`config.mk`:
```
export PLATFORM = sky130hd
export DESIGN_NAME = s_axis_kernel_collector_flat
export DESIGN_NICKNAME = d
export VERILOG_FILES = /design/src/rtl/s_axis_kernel_collector_pkg.sv /design/src/rtl/s_axis_kernel_collector_if.sv /design/src/rtl/s_axis_kernel_collector_kernel_pingpong_buf.sv /design/src/rtl/s_axis_kernel_collector.sv /design/src/flat_wrapper.sv
export SDC_FILE = /design/constraint.sdc
export NUM_CORES = 2
export LEC_CHECK = 0
export CAP_MARGIN = 20
export CORE_MARGIN = 10
export CORE_UTILIZATION = 45
export DETAILED_ROUTE_END_ITERATION = 10
export PLACE_DENSITY = 0.76
export SYNTH_ARGS = -nofsm -noshare
export SYNTH_HDL_FRONTEND = slang
export SYNTH_HIERARCHICAL = 1
export SYNTH_SLANG_ARGS = --single-unit
export TNS_END_PERCENT = 100
```
`constraint.sdc`:
```
create_clock -name i_clk -period 3.4 [get_ports i_clk]
set_input_delay 0.68 -clock i_clk [delete_from_list [all_inputs] [get_ports i_clk]]
set_output_delay 0.68 -clock i_clk [all_outputs]
set_load 0.02 [all_outputs]
```
`src/rtl/s_axis_kernel_collector_pkg.sv`:
```
// Shared remapper definitions: kernel geometry defaults, kernel array type, collector states.
package remapper_pkg;

  localparam int unsigned DATA_WIDTH_DEF       = 8;
  localparam int unsigned IMAGE_KERNEL_12K_DEF = 64;

  typedef logic [0:IMAGE_KERNEL_12K_DEF-1][DATA_WIDTH_DEF-1:0] kernel_t;

  // Collector FSM encoding
  localparam logic [1:0] StWaitSof = 2'd0;
  localparam logic [1:0] StCollect = 2'd1;
  localparam logic [1:0] StFull    = 2'd2;

endpackage

```
`src/rtl/s_axis_kernel_collector_if.sv`:
```
// AXI4-Stream video beat bundle: tuser marks start of frame, tlast marks end of line.
interface s_axis_kernel_collector_if
  import remapper_pkg::*;
#(
  parameter int unsigned DATA_WIDTH = DATA_WIDTH_DEF
) ();

  logic [DATA_WIDTH-1:0] tdata;
  logic                  tvalid;
  logic                  tuser;
  logic                  tlast;
  logic                  tready;

  modport master (output tdata, output tvalid, output tuser, output tlast, input tready);
  modport slave  (input tdata, input tvalid, input tuser, input tlast, output tready);

endinterface

```
`src/rtl/s_axis_kernel_collector_kernel_pingpong_buf.sv`:
```
// Two kernel register banks: one being filled, one presented; occupancy tracks unconsumed kernels.
module kernel_pingpong_buf
  import remapper_pkg::*;
#(
  parameter int unsigned DATA_WIDTH       = DATA_WIDTH_DEF,
  parameter int unsigned IMAGE_KERNEL_12K = IMAGE_KERNEL_12K_DEF,
  localparam int unsigned KaddrW          = $clog2(IMAGE_KERNEL_12K)
) (
  input  logic                                        i_clk,
  input  logic                                        i_aresetn,
  input  logic                                        i_wr_en,
  input  logic [KaddrW-1:0]                           i_wr_addr,
  input  logic [DATA_WIDTH-1:0]                       i_wr_data,
  input  logic                                        i_wr_sof,
  input  logic                                        i_wr_last,
  input  logic                                        i_ack,
  output logic [0:IMAGE_KERNEL_12K-1][DATA_WIDTH-1:0] o_kernel,
  output logic                                        o_valid,
  output logic                                        o_sof,
  output logic                                        o_fill_free_d
);

  logic [1:0][0:IMAGE_KERNEL_12K-1][DATA_WIDTH-1:0] r_bank;
  logic [1:0] r_occ, w_occ_d, r_sof;
  logic       r_fill_sel, r_pres_sel, w_fill_sel_d, w_pres_sel_d, w_take, w_done;

  assign w_take       = r_occ[r_pres_sel] & i_ack;
  assign w_done       = i_wr_en & i_wr_last;
  assign w_fill_sel_d = r_fill_sel ^ w_done;
  assign w_pres_sel_d = r_pres_sel ^ w_take;

  // Next occupancy: ack frees the presented bank, completion claims the fill bank
  always_comb begin
    w_occ_d = r_occ;
    if (w_take) w_occ_d[r_pres_sel] = 1'b0;
    if (w_done) w_occ_d[r_fill_sel] = 1'b1;
  end

  // Upstream may write next cycle only if the bank it will fill is free
  assign o_fill_free_d = ~w_occ_d[w_fill_sel_d];

  assign o_kernel = r_bank[r_pres_sel];
  assign o_valid  = r_occ[r_pres_sel];
  assign o_sof    = r_sof[r_pres_sel] & r_occ[r_pres_sel];

  // Bank writes, select pointers and occupancy
  always_ff @(posedge i_clk or negedge i_aresetn) begin
    if (!i_aresetn) begin
      r_bank     <= '0;
      r_sof      <= '0;
      r_occ      <= '0;
      r_fill_sel <= 1'b0;
      r_pres_sel <= 1'b0;
    end else begin
      if (i_wr_en) r_bank[r_fill_sel][i_wr_addr] <= i_wr_data;
      if (i_wr_en && (i_wr_addr == '0)) r_sof[r_fill_sel] <= i_wr_sof;
      r_occ      <= w_occ_d;
      r_fill_sel <= w_fill_sel_d;
      r_pres_sel <= w_pres_sel_d;
    end
  end

endmodule

```
`src/rtl/s_axis_kernel_collector.sv`:
```
// Receive side of the remapper pixel stream: packs pixels into kernels and checks line/frame framing.
module s_axis_kernel_collector
  import remapper_pkg::*;
#(
  parameter int unsigned DATA_WIDTH       = DATA_WIDTH_DEF,
  parameter int unsigned IMAGE_KERNEL_12K = IMAGE_KERNEL_12K_DEF
) (
  input  logic                                        i_clk,
  input  logic                                        i_aresetn,
  input  logic [12:0]                                 WIDTH,
  input  logic [12:0]                                 HEIGHT,
  s_axis_kernel_collector_if.slave                    s_axis,
  output logic [0:IMAGE_KERNEL_12K-1][DATA_WIDTH-1:0] o_image_kernel,
  output logic                                        o_kernel_valid,
  output logic                                        o_kernel_sof,
  input  logic                                        i_kernel_ack,
  output logic                                        o_line_err,
  output logic                                        o_frame_err
);

  localparam int unsigned       KaddrW    = $clog2(IMAGE_KERNEL_12K);
  localparam logic [KaddrW-1:0] KaddrLast = KaddrW'(IMAGE_KERNEL_12K - 1);

  logic [1:0]        r_state, w_state_d, r_resume, w_resume;
  logic [KaddrW-1:0] r_kaddr, w_kaddr_d, w_kaddr_eff;
  logic [11:0]       r_pix, w_pix_d, w_pix_eff, r_line, w_line_d, w_line_eff;
  logic r_tready, r_eof_pend, w_eof_pend_d, r_after_frame, w_after_frame_d;
  logic r_line_err, w_line_err, r_frame_err, w_frame_err;
  logic w_accept, w_beat, w_restart, w_last_pix, w_last_line, w_complete, w_done, w_fill_free_d;

  assign w_accept      = s_axis.tvalid & r_tready;
  assign s_axis.tready = r_tready;
  assign o_line_err    = r_line_err;
  assign o_frame_err   = r_frame_err;

  // A new frame always lands at slot 0, pixel 0, line 0
  assign w_kaddr_eff = w_restart ? '0 : r_kaddr;
  assign w_pix_eff   = w_restart ? '0 : r_pix;
  assign w_line_eff  = w_restart ? '0 : r_line;
  assign w_last_pix  = ({1'b0, w_pix_eff} == (WIDTH - 13'd1));
  assign w_last_line = ({1'b0, w_line_eff} == (HEIGHT - 13'd1));
  assign w_complete  = w_beat & (w_kaddr_eff == KaddrLast);

  // Classify the accepted beat: store, drop, or restart a frame
  always_comb begin
    w_beat      = 1'b0;
    w_restart   = 1'b0;
    w_frame_err = 1'b0;
    case (r_state)
      StWaitSof: begin
        if (w_accept) begin
          if (s_axis.tuser) begin
            w_beat    = 1'b1;
            w_restart = 1'b1;
          end else begin
            w_frame_err = r_after_frame;
          end
        end
      end
      StCollect: begin
        if (w_accept) begin
          w_beat = 1'b1;
          if (s_axis.tuser) begin
            // Any tuser discards the partial kernel; only mid-frame ones are errors
            w_restart   = 1'b1;
            w_frame_err = (r_pix != '0) || (r_line != '0);
          end else begin
            w_frame_err = r_eof_pend && (r_pix == '0) && (r_line == '0);
          end
        end
      end
      default: ;
    endcase
  end

  // Kernel address, pixel/line counters and framing checks
  always_comb begin
    w_kaddr_d       = r_kaddr;
    w_pix_d         = r_pix;
    w_line_d        = r_line;
    w_line_err      = 1'b0;
    w_eof_pend_d    = r_eof_pend;
    w_after_frame_d = r_after_frame;
    w_done          = 1'b0;
    if (w_restart || w_frame_err) w_after_frame_d = 1'b0;
    if (w_beat) begin
      w_kaddr_d = w_kaddr_eff + KaddrW'(1);
      if (w_restart) w_eof_pend_d = 1'b0;
      if (s_axis.tlast || w_last_pix) begin
        w_line_err = s_axis.tlast ^ w_last_pix;
        w_pix_d    = '0;
        w_line_d   = w_last_line ? '0 : w_line_eff + 12'd1;
      end else begin
        w_pix_d = w_pix_eff + 12'd1;
      end
      if (w_last_pix && w_last_line) w_eof_pend_d = 1'b1;
      // Frame is over once the kernel holding its last pixel completes
      if (w_complete && w_eof_pend_d) begin
        w_done          = 1'b1;
        w_eof_pend_d    = 1'b0;
        w_after_frame_d = 1'b1;
      end
    end
  end

  // FSM: FULL remembers whether to resume collecting or wait for the next frame
  always_comb begin
    w_resume  = r_resume;
    w_state_d = r_state;
    case (r_state)
      StWaitSof, StCollect: begin
        if (w_done)      w_resume = StWaitSof;
        else if (w_beat) w_resume = StCollect;
        else             w_resume = r_state;
        w_state_d = w_fill_free_d ? w_resume : StFull;
      end
      StFull: begin
        if (w_fill_free_d) w_state_d = r_resume;
      end
      default: w_state_d = StWaitSof;
    endcase
  end

  // State registers; tready is precomputed from next-cycle occupancy so no beat is lost
  always_ff @(posedge i_clk or negedge i_aresetn) begin
    if (!i_aresetn) begin
      r_state       <= StWaitSof;
      r_resume      <= StWaitSof;
      r_kaddr       <= '0;
      r_pix         <= '0;
      r_line        <= '0;
      r_tready      <= 1'b0;
      r_eof_pend    <= 1'b0;
      r_after_frame <= 1'b0;
      r_line_err    <= 1'b0;
      r_frame_err   <= 1'b0;
    end else begin
      r_state       <= w_state_d;
      r_resume      <= w_resume;
      r_kaddr       <= w_kaddr_d;
      r_pix         <= w_pix_d;
      r_line        <= w_line_d;
      r_tready      <= w_fill_free_d;
      r_eof_pend    <= w_eof_pend_d;
      r_after_frame <= w_after_frame_d;
      r_line_err    <= w_line_err;
      r_frame_err   <= w_frame_err;
    end
  end

  kernel_pingpong_buf #(
    .DATA_WIDTH      (DATA_WIDTH),
    .IMAGE_KERNEL_12K(IMAGE_KERNEL_12K)
  ) u_buf (
    .i_clk        (i_clk),
    .i_aresetn    (i_aresetn),
    .i_wr_en      (w_beat),
    .i_wr_addr    (w_kaddr_eff),
    .i_wr_data    (s_axis.tdata),
    .i_wr_sof     (s_axis.tuser),
    .i_wr_last    (w_complete),
    .i_ack        (i_kernel_ack),
    .o_kernel     (o_image_kernel),
    .o_valid      (o_kernel_valid),
    .o_sof        (o_kernel_sof),
    .o_fill_free_d(w_fill_free_d)
  );

endmodule

```
`src/flat_wrapper.sv`:
```
// flat-port wrapper written by rule: the top's interface ports become plain ports
module s_axis_kernel_collector_flat import remapper_pkg::*;
#(
  parameter int unsigned DATA_WIDTH       = DATA_WIDTH_DEF,
  parameter int unsigned IMAGE_KERNEL_12K = IMAGE_KERNEL_12K_DEF
)
  (i_clk, i_aresetn, WIDTH, HEIGHT, o_image_kernel, o_kernel_valid, o_kernel_sof, i_kernel_ack, o_line_err, o_frame_err, s_axis_tdata, s_axis_tvalid, s_axis_tuser, s_axis_tlast, s_axis_tready);
  s_axis_kernel_collector_if #(.DATA_WIDTH(DATA_WIDTH)) s_axis_i ();
  input  logic i_clk;
  input  logic i_aresetn;
  input  logic [12:0] WIDTH;
  input  logic [12:0] HEIGHT;
  output logic [0:IMAGE_KERNEL_12K-1][DATA_WIDTH-1:0] o_image_kernel;
  output logic o_kernel_valid;
  output logic o_kernel_sof;
  input  logic i_kernel_ack;
  output logic o_line_err;
  output logic o_frame_err;
  input wire logic [$bits(s_axis_i.tdata)-1:0] s_axis_tdata;
  input wire logic [$bits(s_axis_i.tvalid)-1:0] s_axis_tvalid;
  input wire logic [$bits(s_axis_i.tuser)-1:0] s_axis_tuser;
  input wire logic [$bits(s_axis_i.tlast)-1:0] s_axis_tlast;
  output wire logic [$bits(s_axis_i.tready)-1:0] s_axis_tready;
  assign s_axis_i.tdata = s_axis_tdata;
  assign s_axis_i.tvalid = s_axis_tvalid;
  assign s_axis_i.tuser = s_axis_tuser;
  assign s_axis_i.tlast = s_axis_tlast;
  assign s_axis_tready = s_axis_i.tready;
  s_axis_kernel_collector #(.DATA_WIDTH(DATA_WIDTH), .IMAGE_KERNEL_12K(IMAGE_KERNEL_12K)) u_core (.i_clk(i_clk), .i_aresetn(i_aresetn), .WIDTH(WIDTH), .HEIGHT(HEIGHT), .s_axis(s_axis_i), .o_image_kernel(o_image_kernel), .o_kernel_valid(o_kernel_valid), .o_kernel_sof(o_kernel_sof), .i_kernel_ack(i_kernel_ack), .o_line_err(o_line_err), .o_frame_err(o_frame_err));
endmodule
```
==> flow_summary.yaml <==
power:
  power_mw: 32.17
  power_leakage_nw: 31.25
  ir_drop_mv: 0.5304
  power_density_nw_per_um2: 519.6
route:
  wl_per_cell_microns: 25.34
  finalWirelength_microns: 141900
  viasPerCell: 5.497
  initialDrtViolationCount: 1863
  vias: 30790
  firstDrtPassIters: 5
  post-route-drc-count: 0
  ant_nets: 0
finish:
  instances_no_fill: 5601
  multiInputGateArea_sq_um: 21400
  area.growth.synth_to_final_pct: 26.23
  final.fill_count: 8685
  diodes: 0
  regArea_sq_um: 26750
  fin_area_sq_um: 61920
  layout_common_cells: "1526 x mux2_2, 1068 x dfrtp_1, 297 x dlygate4sd2_1"
  mostFrequentLayoutCell: "mux2_2"
  drive_above_1_share_pct: 50.59
  nets: 4146
logic_synthesis:
  synth_adder_area_share_pct: 0.1530
  synth_ff_type: "dfrtp_1"
  synthSimpleGateAreaFrac_pct: 5.685
  syn-num-nets: 3457
  synth.area.mux_share_pct: 35.54
  synth_xor_area_share_pct: 0.5382
  synth_edf_count: 0
  ys_seq_elements: 1069
  yosysSeqAreaShare_pct: 54.53
  yosysUniqueCellTypes: 80
  synth_area_sq_um: 49050
  synth_compound_area_share_pct: 1.385
  synthCells: 3411
  synth_top_family_by_area: "multiplexers"
  syn_avg_cell_area_sq_um: 14.38
  synthArstFlopShare_pct: 100.0
  ys.warnings.count: 6
critical_path:
  end_kind: "register"
  crit_path_start: "WIDTH[4]"
  worstReg2RegStart: "u_core/r_state[1]"
  cp.arrival_ns: 3.93
  cp-start-kind: "input pin"
  cp_max_fo: 10
  ff2ff_path_depth: 8
  worstPathRequired_ns: 3.96
  worstSetupPathType: "in -> reg"
min_path:
  whs_path_depth: 2
  hp-class: "reg -> reg"
  holdCritStartpoint: "u_core/r_resume[1]"
sta:
  slew_violations: 0
  holdWs_ns: 0.4790
  fin_ws_ns: 0.03524
  period_needed_ns: 3.365
  relSlewSlack_pct: 20.46
  worstMarginPinSlew_ns: 1.177
  finalSetupViolations: 0
  hold_violations: 0
  fmax_ghz: 0.2972
  min_period_over_period_pct: 98.96
  rsz0062_at_grt: "false"
  clock_skew_ns: 0.02133
cts:
  tritoncts: "built"
  cts_root_buffer: "clkbuf_16"
  htreeDepth: 3
  clkTransAtPathRegs_ns: 0.06
  clock_sinks: 1069
  cts_max_path_buffers: 3
  cts_buffers: 108
  clock_latency_ns: 0.70
floorplan:
  start_util_pct: 45.19
  die_w_microns: 350.2
  rows: 121
  core_area_sq_um: 108600
  pin_count: 557
  die_y_microns: 350.2
  die-area_sq_um: 122600
placement:
  gp_congestion: 0.8471
  pre_cts_ws_ns: -0.8503
  place_inst: 5396
  hpwl_microns: 98460
  numPortBuffers: 556
  placed_cell_area_sq_um: 58320
grt:
  grt_pass1_wl_microns: 212400
  grt_pass1_vias: 32660
  grt_max_degree: 129
  grt_usage_pct: 22.62
  antenna_found_initial: 3
  grt_overflow: 0
status:
  status: "finished clean"
job:
  drv_cap: 0
[what timing repair did]
item | CTS | global route
gates cloned | 0 | 2
setup buffers | 1 | 4
hold buffers | 1 | 0
endpoints found under the hold margin | 15 | 0
pin swaps | 3 | 7
resized for setup | 317 | 21
endpoints found under the setup margin | 313 | 104
[cells by family after synthesis]
family          count (synthesis)
xor+xnor                       27
fa+ha+maj                       6
mux                          1549
simple gates                  398
flops                        1069
buf+inv                       260
compound gates                102
[through the flow]
step / setup TNS [ns] / util [%]
after floorplan: -2.598 / -
after global placement: -116.20 / 53.72
after detailed placement: -141.25 / 53.72
after CTS: -0.1436 / 56.90
after global routing: 0 / 57.04
final: 0 / 57.04
[report_power, final]
| part | switching [mW] | internal, mW |
|---|---|---|
| Sequential | 0.442 | 13.6 |
| Combinational | 3.30 | 2.59 |
| Clock | 5.07 | 7.22 |
[worst paths after layout]
path	to	slack [ns]
setup / recovery	u_core/r_pix[5]	0.04
hold / removal	u_core/r_resume[1]	0.48
setup reg to reg	u_core/u_buf/r_bank[213]	0.13
hold reg to reg	u_core/r_resume[1]	0.48
max in group asynchronous	u_core/u_buf/r_bank[394]	1.68
min in group asynchronous	u_core/u_buf/r_bank[474]	0.60
[registers in the layout, summed over array words and instances (netlist names), 2 cells and up]
name / flops
u_core/r_resume: 2
u_core/r_state: 2
u_core/r_line: 12
u_core/u_buf/r_bank: 1024
u_core/u_buf/r_sof: 2
u_core/r_pix: 12
u_core/r_kaddr: 6
u_core/u_buf/r_occ: 2
[worst max-delay path: stages]
cell and delay [ns]:
dlygate4sd2_1 0.26, or4_4 0.52, or4_4 0.54, or3_4 0.40, xnor2_2 0.17, o221ai_2 0.11
or4_4 0.47, ha_4 0.21, buf_4 0.15, nand2_8 0.08, o21ai_0 0.09, a22o_1 0.24
[cell usage after synthesis, types with 5 or more instances]
master | n | area [sq um]
clkbuf_1 | 196 | 735.7
nand4_2 | 6 | 75.07
nor4_1 | 8 | 50.05
o21ai_0 | 35 | 175.2
mux2i_1 | 9 | 90.09
a22o_1 | 7 | 61.31
nor2_1 | 35 | 131.4
nor4bb_1 | 10 | 100.1
nor3b_1 | 6 | 45.04
inv_1 | 22 | 82.58
dfrtp_1 | 1069 | 26750
and4_1 | 5 | 43.79
or3_1 | 9 | 56.30
nand4_1 | 11 | 68.82
or4_1 | 6 | 45.04
a21oi_1 | 13 | 65.06
mux2_1 | 14 | 157.7
a31oi_1 | 5 | 31.28
nand4bb_1 | 5 | 56.30
nand4b_2 | 9 | 135.1
xnor2_1 | 17 | 148.9
nor4b_2 | 6 | 90.09
nor2_4 | 20 | 225.2
nor3_1 | 19 | 95.09
nor2_2 | 27 | 168.9
nand3_1 | 18 | 90.09
and3_1 | 10 | 62.56
buf_4 | 15 | 112.6
nand3_2 | 6 | 60.06
nand2b_1 | 9 | 56.30
nand2_2 | 20 | 125.1
xor2_1 | 8 | 70.07
nor3_4 | 9 | 146.4
ha_1 | 6 | 75.07
mux2_2 | 1526 | 17180
buf_2 | 25 | 125.1
nand2_1 | 85 | 319.1
nand4b_1 | 5 | 43.79
nor2b_1 | 10 | 62.56
and2_1 | 11 | 68.82
[final cells by class]
cell class,instances,area share (%)
inverter,22,0.1334
multi-input combinational,2083,34.57
timing repair buffer,816,13.27
clock inverter,41,0.7840
tap,1414,2.857
clock buffer,156,5.181
sequential,1069,43.21
[layer usage]
metal  vias up  wire length (microns)  GRT usage, %
met5         -                      0             0
met4         0                   3969         7.033
met3       163                   7616         4.202
met2       699                  69000         37.74
met1     16200                  61350         29.74
li1      13720                      -             -
(Power assumes the default switching activity.)
